**config.mk**
```make
export PLATFORM = sky130hd
export DESIGN_NAME = traffic_phase_scheduler
export DESIGN_NICKNAME = d
export VERILOG_FILES = /design/src/rtl/traffic_phase_scheduler.sv
export SDC_FILE = /design/constraint.sdc
export NUM_CORES = 1
export LEC_CHECK = 0
export CAP_MARGIN = 20
export CORE_UTILIZATION = 45
export CTS_CLUSTER_SIZE = 24
export DETAILED_ROUTE_END_ITERATION = 12
export PLACE_DENSITY = 0.73
export REMOVE_ABC_BUFFERS = 1
export SYNTH_ARGS = -nofsm -noshare
export SYNTH_HDL_FRONTEND = slang
export SYNTH_SLANG_ARGS = --single-unit
```
**constraint.sdc**
```tcl
create_clock -name clk -period 2.7 [get_ports clk]
set_input_delay 0.54 -clock clk [delete_from_list [all_inputs] [get_ports clk]]
set_output_delay 0.54 -clock clk [all_outputs]
set_load 0.01 [all_outputs]
```
**src/rtl/traffic_phase_scheduler.sv**
```systemverilog
`default_nettype none
// ============================================================================
// Module   : traffic_phase_scheduler
// Purpose  : Actuated N-approach junction scheduler. Cycles the granted
//            approach through GREEN -> YELLOW -> ALL-RED -> SELECT. It picks
//            the next approach by round-robin over the vehicle sensors, applies
//            min/max green timing and honours emergency preemption.
// Revision : 1.0 - initial release
// ============================================================================
module traffic_phase_scheduler #(
    parameter int N_APPR      = 4,
    parameter int MIN_GREEN   = 4,
    parameter int MAX_GREEN   = 12,
    parameter int YEL_HOLD    = 3,
    parameter int ALLRED_HOLD = 2,
    parameter int CNT_W       = 8
) (
    input  logic                      clk,
    input  logic                      rst,
    input  logic [N_APPR-1:0]         req,
    input  logic                      emerg_valid,
    input  logic [$clog2(N_APPR)-1:0] emerg_id,
    output logic [3*N_APPR-1:0]       lights,
    output logic [$clog2(N_APPR)-1:0] active_id,
    output logic                      grant_pulse,
    output logic                      busy
);

    localparam int ID_W = $clog2(N_APPR);

    localparam logic [1:0] c_st_allred = 2'd0;
    localparam logic [1:0] c_st_select = 2'd1;
    localparam logic [1:0] c_st_green  = 2'd2;
    localparam logic [1:0] c_st_yellow = 2'd3;

    // Last counter value of each timed phase.
    localparam logic [CNT_W-1:0] c_min_last = CNT_W'(MIN_GREEN - 1);
    localparam logic [CNT_W-1:0] c_max_last = CNT_W'(MAX_GREEN - 1);
    localparam logic [CNT_W-1:0] c_yel_last = CNT_W'(YEL_HOLD - 1);
    localparam logic [CNT_W-1:0] c_ar_last  = CNT_W'(ALLRED_HOLD - 1);

    // One bit wider than the id so that out-of-range ids can be recognised
    // even when N_APPR is a power of two.
    localparam logic [ID_W:0] c_n_appr = (ID_W + 1)'(N_APPR);

    logic [1:0]        r_state;
    logic [1:0]        w_state_nxt;
    logic [CNT_W-1:0]  r_cnt;
    logic [ID_W-1:0]   r_active;
    logic [ID_W-1:0]   w_active_nxt;

    logic              w_emg_ok;
    logic              w_emg_other;
    logic              w_emg_self;
    logic [N_APPR-1:0] w_self_mask;
    logic [N_APPR-1:0] w_other_req;
    logic              w_gap_out;
    logic              w_max_out;
    logic              w_rr_found;
    logic [ID_W-1:0]   w_rr_id;
    logic [ID_W-1:0]   w_rr_idx;

    // Emergency qualification and green-phase termination conditions.
    always_comb begin
        w_self_mask           = '0;
        w_self_mask[r_active] = 1'b1;
        w_other_req           = req & ~w_self_mask;
        w_emg_ok              = emerg_valid && ({1'b0, emerg_id} < c_n_appr);
        w_emg_other           = w_emg_ok && (emerg_id != r_active);
        w_emg_self            = w_emg_ok && (emerg_id == r_active);
        w_gap_out             = (r_cnt >= c_min_last) && (w_other_req != '0) && !req[r_active];
        w_max_out             = (r_cnt == c_max_last) && (w_other_req != '0);
    end

    // Round-robin search starting just after the current approach; the
    // current approach itself is visited last.
    always_comb begin
        w_rr_found = 1'b0;
        w_rr_id    = '0;
        w_rr_idx   = '0;
        for (int k = 1; k <= N_APPR; k++) begin
            w_rr_idx = ID_W'((int'(r_active) + k) % N_APPR);
            if (!w_rr_found && req[w_rr_idx]) begin
                w_rr_found = 1'b1;
                w_rr_id    = w_rr_idx;
            end
        end
    end

    // Next-state and next-grant selection.
    always_comb begin
        w_state_nxt  = r_state;
        w_active_nxt = r_active;
        case (r_state)
            c_st_allred: begin
                if (r_cnt == c_ar_last) w_state_nxt = c_st_select;
            end
            c_st_select: begin
                w_state_nxt = c_st_green;
                if (w_emg_ok)        w_active_nxt = emerg_id;
                else if (w_rr_found) w_active_nxt = w_rr_id;
                else                 w_active_nxt = '0;
            end
            c_st_green: begin
                if (w_emg_other)                 w_state_nxt = c_st_yellow;
                else if (w_emg_self)             w_state_nxt = c_st_green;
                else if (w_gap_out || w_max_out) w_state_nxt = c_st_yellow;
            end
            c_st_yellow: begin
                if (r_cnt == c_yel_last) w_state_nxt = c_st_allred;
            end
            default: w_state_nxt = c_st_allred;
        endcase
    end

    // State, grant and phase counter registers; the counter restarts on every
    // phase change and parks at MAX_GREEN-1 while green rests.
    always_ff @(posedge clk or posedge rst) begin
        if (rst) begin
            r_state  <= c_st_allred;
            r_cnt    <= '0;
            r_active <= '0;
        end else begin
            r_state  <= w_state_nxt;
            r_active <= w_active_nxt;
            if (w_state_nxt != r_state) begin
                r_cnt <= '0;
            end else if ((r_state == c_st_green) && (r_cnt >= c_max_last)) begin
                r_cnt <= c_max_last;
            end else begin
                r_cnt <= r_cnt + CNT_W'(1);
            end
        end
    end

    // Moore lamp decode: only the granted approach can leave red. The grant
    // pulse relies on MAX_GREEN >= 2 so a resting counter never returns to 0.
    always_comb begin
        lights = '0;
        for (int i = 0; i < N_APPR; i++) begin
            lights[3*i +: 3] = 3'b100;
            if (ID_W'(i) == r_active) begin
                if (r_state == c_st_green)       lights[3*i +: 3] = 3'b001;
                else if (r_state == c_st_yellow) lights[3*i +: 3] = 3'b010;
            end
        end
        active_id   = r_active;
        grant_pulse = (r_state == c_st_green) && (r_cnt == '0);
        busy        = (r_state != c_st_green);
    end

endmodule
`default_nettype wire

```
Yosys cells after proc, flatten, opt, wreduce, memory -nomap -nowiden --
Cells that the tools add are included.
Storage, ports and cells: register bits 12, input port bits 9, word-level logic and storage cells 87
Operators by class: add/sub/neg operators 5, magnitude comparators 8, eq/ne operators 13, muxes and demuxes 36, bitwise operators 2, reduce and logical (&&, ||, !) cells 20
Operator list (count):
- $mux W2 | 11
- $mux W3 | 6
- $mux W8 | 2
- $lt A2 B3 Y1 const B | 5
- $logic_and A1 B1 Y1 | 11
- $bmux W1 S2 | 5
- $mux W1 | 10
- $add A8 B1 Y8 const B | 1
- $eq A8 B1 Y1 const B | 1
- $eq A8 B2 Y1 const B | 1
- $eq A8 B4 Y1 const B | 1
- $ge A8 B2 Y1 const B | 1
- $ge A8 B4 Y1 const B | 1
- $logic_not A8 Y1 | 1
- $pmux W2 S4 | 1
- $add A2 B1 Y2 const B | 2
- $add A2 B2 Y2 const B | 2
- $and A4 B4 Y4 | 1
- $eq A2 B2 Y1 const A | 2
- $eq A2 B2 Y1 const B | 2
- $logic_not A1 Y1 | 4
- $logic_not A2 Y1 | 2
- $ne A2 B2 Y1 | 2
- $not A4 Y4 | 1
- 8 further kinds | 8

Logic depth before layout (Yosys ltp) --
Gate-level depths: netlist (run 1).
word-level depth 16, gate-level depth with buffers 8, mapped depth without buffers 7

Worst setup path after synthesis (run 1) --
OpenSTA, ideal clock, no wires.
path type flip-flop to flip-flop, from register r_active[1], in the netlist active_id[1], to register r_active[0], in the netlist active_id[0], setup time 0.125 ns, data arrival time 2.032 ns, setup slack 0.543 ns, stages on the path, launching flop included 8, clock period less this slack 2.157 ns, cell sequence dfrtp_1 -> buf_2 -> inv_1 -> ha_1 -> mux2i_1 -> or3b_2 -> o211ai_1 -> mux2_2
Between the ends: longest elaborated chain between the ends 15, elaborated cells on any way between the ends 28, classes of those cells add/sub: 4; mux: 18; reduce/logical: 6
RTL lines:
- start: declaration | line 49 | logic [ID_W-1:0] r_active;
- start signal: assignment | line 125 | r_active <= w_active_nxt;
- $add A2 B1 Y2 | line 82 | w_rr_idx = ID_W'((int'(r_active) + k) % N_APPR);
- $bmux W1 S2 | line 83 | if (!w_rr_found && req[w_rr_idx]) begin
- $mux W1 (implied by the code) | line 83
- $mux W1 | line 83
- $logic_not A1 Y1 | line 83
- $logic_and A1 B1 Y1 | line 83
- $mux W1 | line 83
- $logic_not A1 Y1 | line 83
- $logic_and A1 B1 Y1 | line 83
- $mux W1 | line 83
- $logic_not A1 Y1 | line 83
- $logic_and A1 B1 Y1 | line 83
- $mux W2 / $mux W1 (equally long branches) | line 83
- $mux W2 (*) | line 101 | else if (w_rr_found) w_active_nxt = w_rr_id;
- $mux W2 (*) | line 100 | if (w_emg_ok) w_active_nxt = emerg_id;
Mark *: on every way between the ends. The rest lies on a longest branch, timed or not. The select of a mux whose other input is x is not followed. A chain may end at the register's enable or synchronous reset.

Worst setup path after layout (run 1) --
from register r_active[0], in the netlist active_id[0], to output port lights[6]
Between the ends: longest elaborated chain between the ends 2
RTL lines:
- $eq A2 B2 Y1 | line 142 | if (ID_W'(i) == r_active) begin
- $mux W3 | line 142
- end: declaration | line 23 | output logic [3*N_APPR-1:0] lights,
No other way between the ends.

==> results of run 1 <==
-- layout make-up --
class | instances | area [µm²]
tap | 28 | 35.0
inverter | 6 | 22.5
multi-input combinational | 103 | 727
timing repair buffer | 31 | 295
fill | 196 | 810
sequential | 12 | 300
clock buffer | 3 | 22.5
-- flip-flops by register name, indices dropped and copies added (netlist names) --
| signal | cells |
|---|---|
| r_cnt | 8 |
| active_id | 2 |
| r_state | 2 |
-- where the power goes --
| group | internal (mW) | total (mW) | switching (mW) |
|---|---|---|---|
| clock | 0.0518 | 0.109 | 0.0568 |
| sequential | 0.239 | 0.360 | 0.121 |
| combinational | 0.521 | 0.985 | 0.464 |
| total | 0.812 | 1.45 | 0.642 |
-- per-layer routing --
layer / GRT usage [%] / routed length (µm)
met1: 26.6 / 1070
met2: 36.9 / 1210
met3: 3.03 / 116
met4: 6.94 / 30
met5: 0 / 0
-- logic make-up (layout without fill, tap and decap cells) --
kind of cell	Yosys count	count (layout)	share of synthesized area [%]
and+or+nand+nor	56	56	27.1
muxes	11	11	10.6
buffers and inverters	12	40	4.47
xor gates and xnor gates	7	7	5.76
adders and majority gates	8	8	9.41
AOI/OAI and AO/OA	21	21	14.5
DFF	12	12	28.2
-- final timing paths --
path / from / end / slack (ps) / depth (start not counted)
min in group clk: r_cnt[7]$_DFF_PP0_ / r_cnt[7]$_DFF_PP0_ / 590 / 2
worst max register to register: active_id[0]$_DFFE_PP0P_ / active_id[0]$_DFFE_PP0P_ / 550 / 6
worst min register to register: r_cnt[7]$_DFF_PP0_ / r_cnt[7]$_DFF_PP0_ / 590 / 2
worst min-delay path: rst / r_cnt[6]$_DFF_PP0_ / 560 / 2
worst max-delay path: active_id[0]$_DFFE_PP0P_ / lights[6] / 360 / 5
max in group asynchronous: rst / active_id[1]$_DFFE_PP0P_ / 1830 / 2
-- timing repair --
| action | 4_1_cts | 5_1_grt |
|---|---|---|
| endpoints found under the setup margin | 1 | 1 |
| buffers inserted | 0 | 2 |
| gates resized for setup | 1 | 2 |
-- synth_stat cells (all sizes together) --
master,n
and2,1
o21ai,3
o2111ai,1
o41ai,1
nand2b,4
and4b,1
a221oi,2
or4,1
a311o,1
nor3b,1
nor2b,1
inv,6
a2111oi,1
nand2,6
o31ai,2
ha,8
a31oi,3
nor2,19
a21oi,3
nand4,1
nor3,6
nand3,4
mux2,2
or3,1
xnor2,2
mux2i,9
nor4,2
or2,1
dfrtp,12
o211ai,2
a21boi,1
buf,1
or3b,1
xor2,5
and3,6
clkbuf,5
a211oi,1
-- stage by stage --
step	hold slack, ps	setup WS, ps	std cells	util (%)
global route	632	227	183	63.4
CTS	590	10.4	181	62.3
global placement	564	239	178	61.1
detailed placement	571	187	178	61.1
finish	565	361	183	63.4
floorplan	405	482	121	-
-- placed cells by master (no fill, tap or decap), types with 5 or more instances in the layout --
| cell | n |
|---|---|
| buf_4 | 7 |
| and3_1 | 6 |
| nor2_1 | 19 |
| mux2i_1 | 9 |
| ha_1 | 8 |
| nand2_1 | 6 |
| clkdlybuf4s50_1 | 23 |
| dfrtp_1 | 12 |
| nor3_1 | 5 |
| inv_1 | 6 |
| xor2_1 | 5 |
==> results_dict.tcl, run 1 <==
set metrics [dict create \
    status "complete, no violations" \
    leakagePower_nw 0.650 \
    ir_drop_uv 627 \
    setup_viol 0 \
    layout-drive-gt1-share_pct 10.3 \
    tightest_slew_ps 659 \
    critPathSlowestCell "clkdlybuf4s50_1" \
    synth-seq-cells 12 \
    hp-class "input port to asynchronous set/reset pin" \
    antenna_found_initial 0 \
    slew_violations 0 \
    num_rows 17 \
    max-cap-violations 0 \
    htree_num_levels 1 \
    design_power_total_mw 1.45 \
    ys_seq_area_share_pct 28.2 \
    first_global_vias 924 \
    track_usage_pct 21.2 \
    dr.pass1.iters 4 \
    critPathTopFamily "buffers and inverters" \
    setup.worst_path.end_class "primary output" \
    rsz0062_at_grt "no" \
    place_congestion 0.902 \
    hold_viol 0 \
    cts_buffers 3 \
    syn-cell-area_um2 1060 \
    avgRoutedWirePerCell_um 13.3 \
    yosys_warnings 0 \
    cts_tree "done" \
    drc 0 \
    die_h_um 50.6 \
    tns_ps 0 \
    die_x_um 50.6 \
    powerDensity_nw_per_um2 1040 \
    crit_buf_inv 2 \
    synth_top_area_share_pct 28.2 \
    grt_pass1_wl_um 4120 \
    dp_hpwl_um 1830 \
    fin_crit_sh_pct 86.6 \
    grt_max_degree 16 \
    antenna_left 0 \
    avgSynthCellArea_um2 8.37 \
    relSlewSlack_pct 55.7 \
    dr.first_iter.drc_count 28 \
    clk_path_buf_depth 2 \
    portBuffers 24 \
    cts_sinks 12 \
    synthDistinctLibCells 39 \
    required_ps 2160 \
    clk_pin_slew_ps 70 \
    postSynthCellCount 127 \
    crit_chain "inv_1, ha_1, nand2_1, nor2_1, clkdlybuf4s50_1" \
    final_area_um2 1400 \
    route.vias.total 1056 \
    via_per_inst 5.77 \
    synth.area.top_cells "dfrtp_1 (28%), ha_1 (9.4%), mux2i_1 (8.5%)" \
    start_util_pct 48.1 \
    nets 174 \
    cts_hold_buf 0 \
    synth_top_area_cell "dfrtp_1" \
    placed_area_um2 1350 \
    fmax_ghz 0.427 \
    worstSetupPathType "flop to primary output" \
    critPathMaxFanout 8 \
    skew_ps 4.52 \
    synthToLayoutAreaGrowth_pct 31.9 \
    clk_latency_ps 280 \
    cpPeakStageDelay_ps 540 \
    setup.worst_path.start_class "flop" \
    wl_um 2430 \
    core_area_um2 2210 \
    antenna_cells 0 \
    io_pins 25 \
    period_minus_slack_ps 2340 \
    cp.arrival_ps 1800 \
    cts-root-buf "clkbuf_4" \
    die_area_um2 2560 \
    overflow 0 \
]
No activity file was read; power rests on OpenSTA's default activity.
==> inputs of run 2 (changes only) <==
--- a/config.mk
+++ b/config.mk
@@ -9,8 +9,10 @@
 export CORE_UTILIZATION = 45
 export CTS_CLUSTER_SIZE = 24
 export DETAILED_ROUTE_END_ITERATION = 12
+export MAX_ROUTING_LAYER = met4
 export PLACE_DENSITY = 0.73
 export REMOVE_ABC_BUFFERS = 1
+export SLEW_MARGIN = 20
 export SYNTH_ARGS = -nofsm -noshare
 export SYNTH_HDL_FRONTEND = slang
 export SYNTH_SLANG_ARGS = --single-unit
==> results_dict.tcl, run 2 (synthesis results as in run 1) <==
set metrics [dict create \
    required_ps 2160 \
    hp-class "input port to asynchronous set/reset pin" \
    hold_viol 0 \
    grt_pass1_wl_um 4130 \
    start_util_pct 48.1 \
    cp_num_cells 5 \
    dr.pass1.iters 4 \
    period_minus_slack_ps 2350 \
    internal_power_mw 0.811 \
    nets 174 \
    cpPeakStageDelay_ps 540 \
    layout-drive-gt1-share_pct 10.3 \
    leakagePower_nw 0.650 \
    design_power_total_mw 1.46 \
    p_clk_share_pct 7.6 \
    io_pins 25 \
    wl_met1_um 1080 \
    dr.first_iter.drc_count 26 \
    die_x_um 50.6 \
    via_per_inst 5.79 \
    place_ws_ps 187 \
    critPathMaxFanout 8 \
    track_usage_pct 21.8 \
    clk_pin_slew_ps 70 \
    p_switching_mw 0.644 \
    htree_num_levels 1 \
    grt_max_degree 16 \
    num_rows 17 \
    slew_violations 0 \
    synthToLayoutAreaGrowth_pct 31.9 \
    drc 0 \
    crit_chain "inv_1, ha_1, nand2_1, nor2_1, clkdlybuf4s50_1" \
    post-route-worst-setup-slack_ps 348 \
    multi_input_area_um2 727 \
    worstSetupPathType "flop to primary output" \
    clk_latency_ps 280 \
    seqCellArea_um2 300 \
    overflow 0 \
    layout_commonest_cell "clkdlybuf4s50_1" \
    route.vias.total 1060 \
    setup.worst_path.start_class "flop" \
    die_h_um 50.6 \
    cts_tree "done" \
    fin_crit_sh_pct 87.1 \
    antenna_cells 0 \
    first_global_vias 921 \
    core_area_um2 2210 \
    critPathTopFamily "buffers and inverters" \
    fmax_ghz 0.425 \
    met3RoutedLength_um 116 \
    relSlewSlack_pct 54.8 \
    clk_path_buf_depth 2 \
    status "complete, no violations" \
    ir_drop_uv 627 \
    critPathSlowestCell "clkdlybuf4s50_1" \
    cp.arrival_ps 1810 \
    cts_hold_buf 0 \
    fillers 196 \
    rsz0062_at_grt "no" \
    cts-root-buf "clkbuf_4" \
    cts_buffers 3 \
    highest_layer "met4" \
    p_comb_share_pct 67.6 \
    dp_hpwl_um 1830 \
    pwr-share-seq_pct 24.8 \
    dp.cells 178 \
    crit_buf_inv 2 \
    final_cells 183 \
    final_cell_mix "clkdlybuf4s50_1 (23), nor2_1 (19), dfrtp_1 (12), mux2i_1 (9), ha_1 (8)" \
    switching_share_pct 44.3 \
    antenna_left 0 \
    setup.worst_path.end_class "primary output" \
    cts_sinks 12 \
    largest_reg_flops 8 \
    regMostFlops "r_cnt" \
    max-cap-violations 0 \
    setup_viol 0 \
    portBuffers 24 \
    reg2regPathDepth 6 \
    tns_ps 0 \
    avgRoutedWirePerCell_um 13.4 \
    skew_ps 1.63 \
    powerDensity_nw_per_um2 1040 \
    met2_length_um 1220 \
    hold_ws_ps 565 \
    die_area_um2 2560 \
    wl_um 2450 \
    place_congestion 0.917 \
    tightest_slew_ps 672 \
    antenna_found_initial 0 \
]
-- run 2: worst register-to-register path, stage by stage, from the launching register on --
cell and delay, ps:
dfrtp_1 480, inv_1 130, ha_1 370, mux2i_1 140, or3b_2 450, o211ai_1 130, mux2_2 360
-- run 2: repair_timing --
item                       4_1_cts  5_1_grt
setup endpoints to repair        1        1
gates resized for setup          1        2
buffers inserted                 0        2
-- run 2: metrics by stage --
| stage | utilization [%] | cell area, µm² |
|---|---|---|
| floorplan | - | 1040 |
| CTS | 62.3 | 1380 |
| detailed placement | 61.1 | 1350 |
| global route | 63.4 | 1400 |
| global placement | 61.1 | 1350 |
| finish | 63.4 | 1400 |
-- run 2: layout make-up --
cell class,instances,share of cell area [%]
clock buffer,3,1.61
inverter,6,1.61
multi-input combinational,103,51.8
sequential,12,21.4
tap,28,2.50
timing repair buffer,31,21.1
-- run 2: routing by layer --
metal  global-route usage, %  vias up
met5                       -        -
met2                    36.9       39
met3                    3.03        5
met4                    6.94        0
li1                        -      517
met1                    26.6      499
-- run 2: worst paths after layout --
kind                                     startpoint                        to  slack [ps]
setup / recovery           active_id[0]$_DFFE_PP0P_                 lights[6]         350
max in group asynchronous                       rst  active_id[1]$_DFFE_PP0P_        1830
hold / removal                                  rst        r_cnt[6]$_DFF_PP0_         560
hold reg to reg                  r_cnt[7]$_DFF_PP0_        r_cnt[7]$_DFF_PP0_         590
setup reg to reg           active_id[0]$_DFFE_PP0P_  active_id[0]$_DFFE_PP0P_         540
min in group clk                 r_cnt[7]$_DFF_PP0_        r_cnt[7]$_DFF_PP0_         590
-- run 2: power groups by stage --
stage                     Clock, mW  Combinational, mW  Sequential, mW
after floorplan                   0              0.548           0.363
after global placement            0              0.955           0.354
after detailed placement          0              0.979           0.357
after CTS                     0.113              0.986           0.355
after global routing          0.118               1.08           0.377
final                         0.110              0.984           0.361
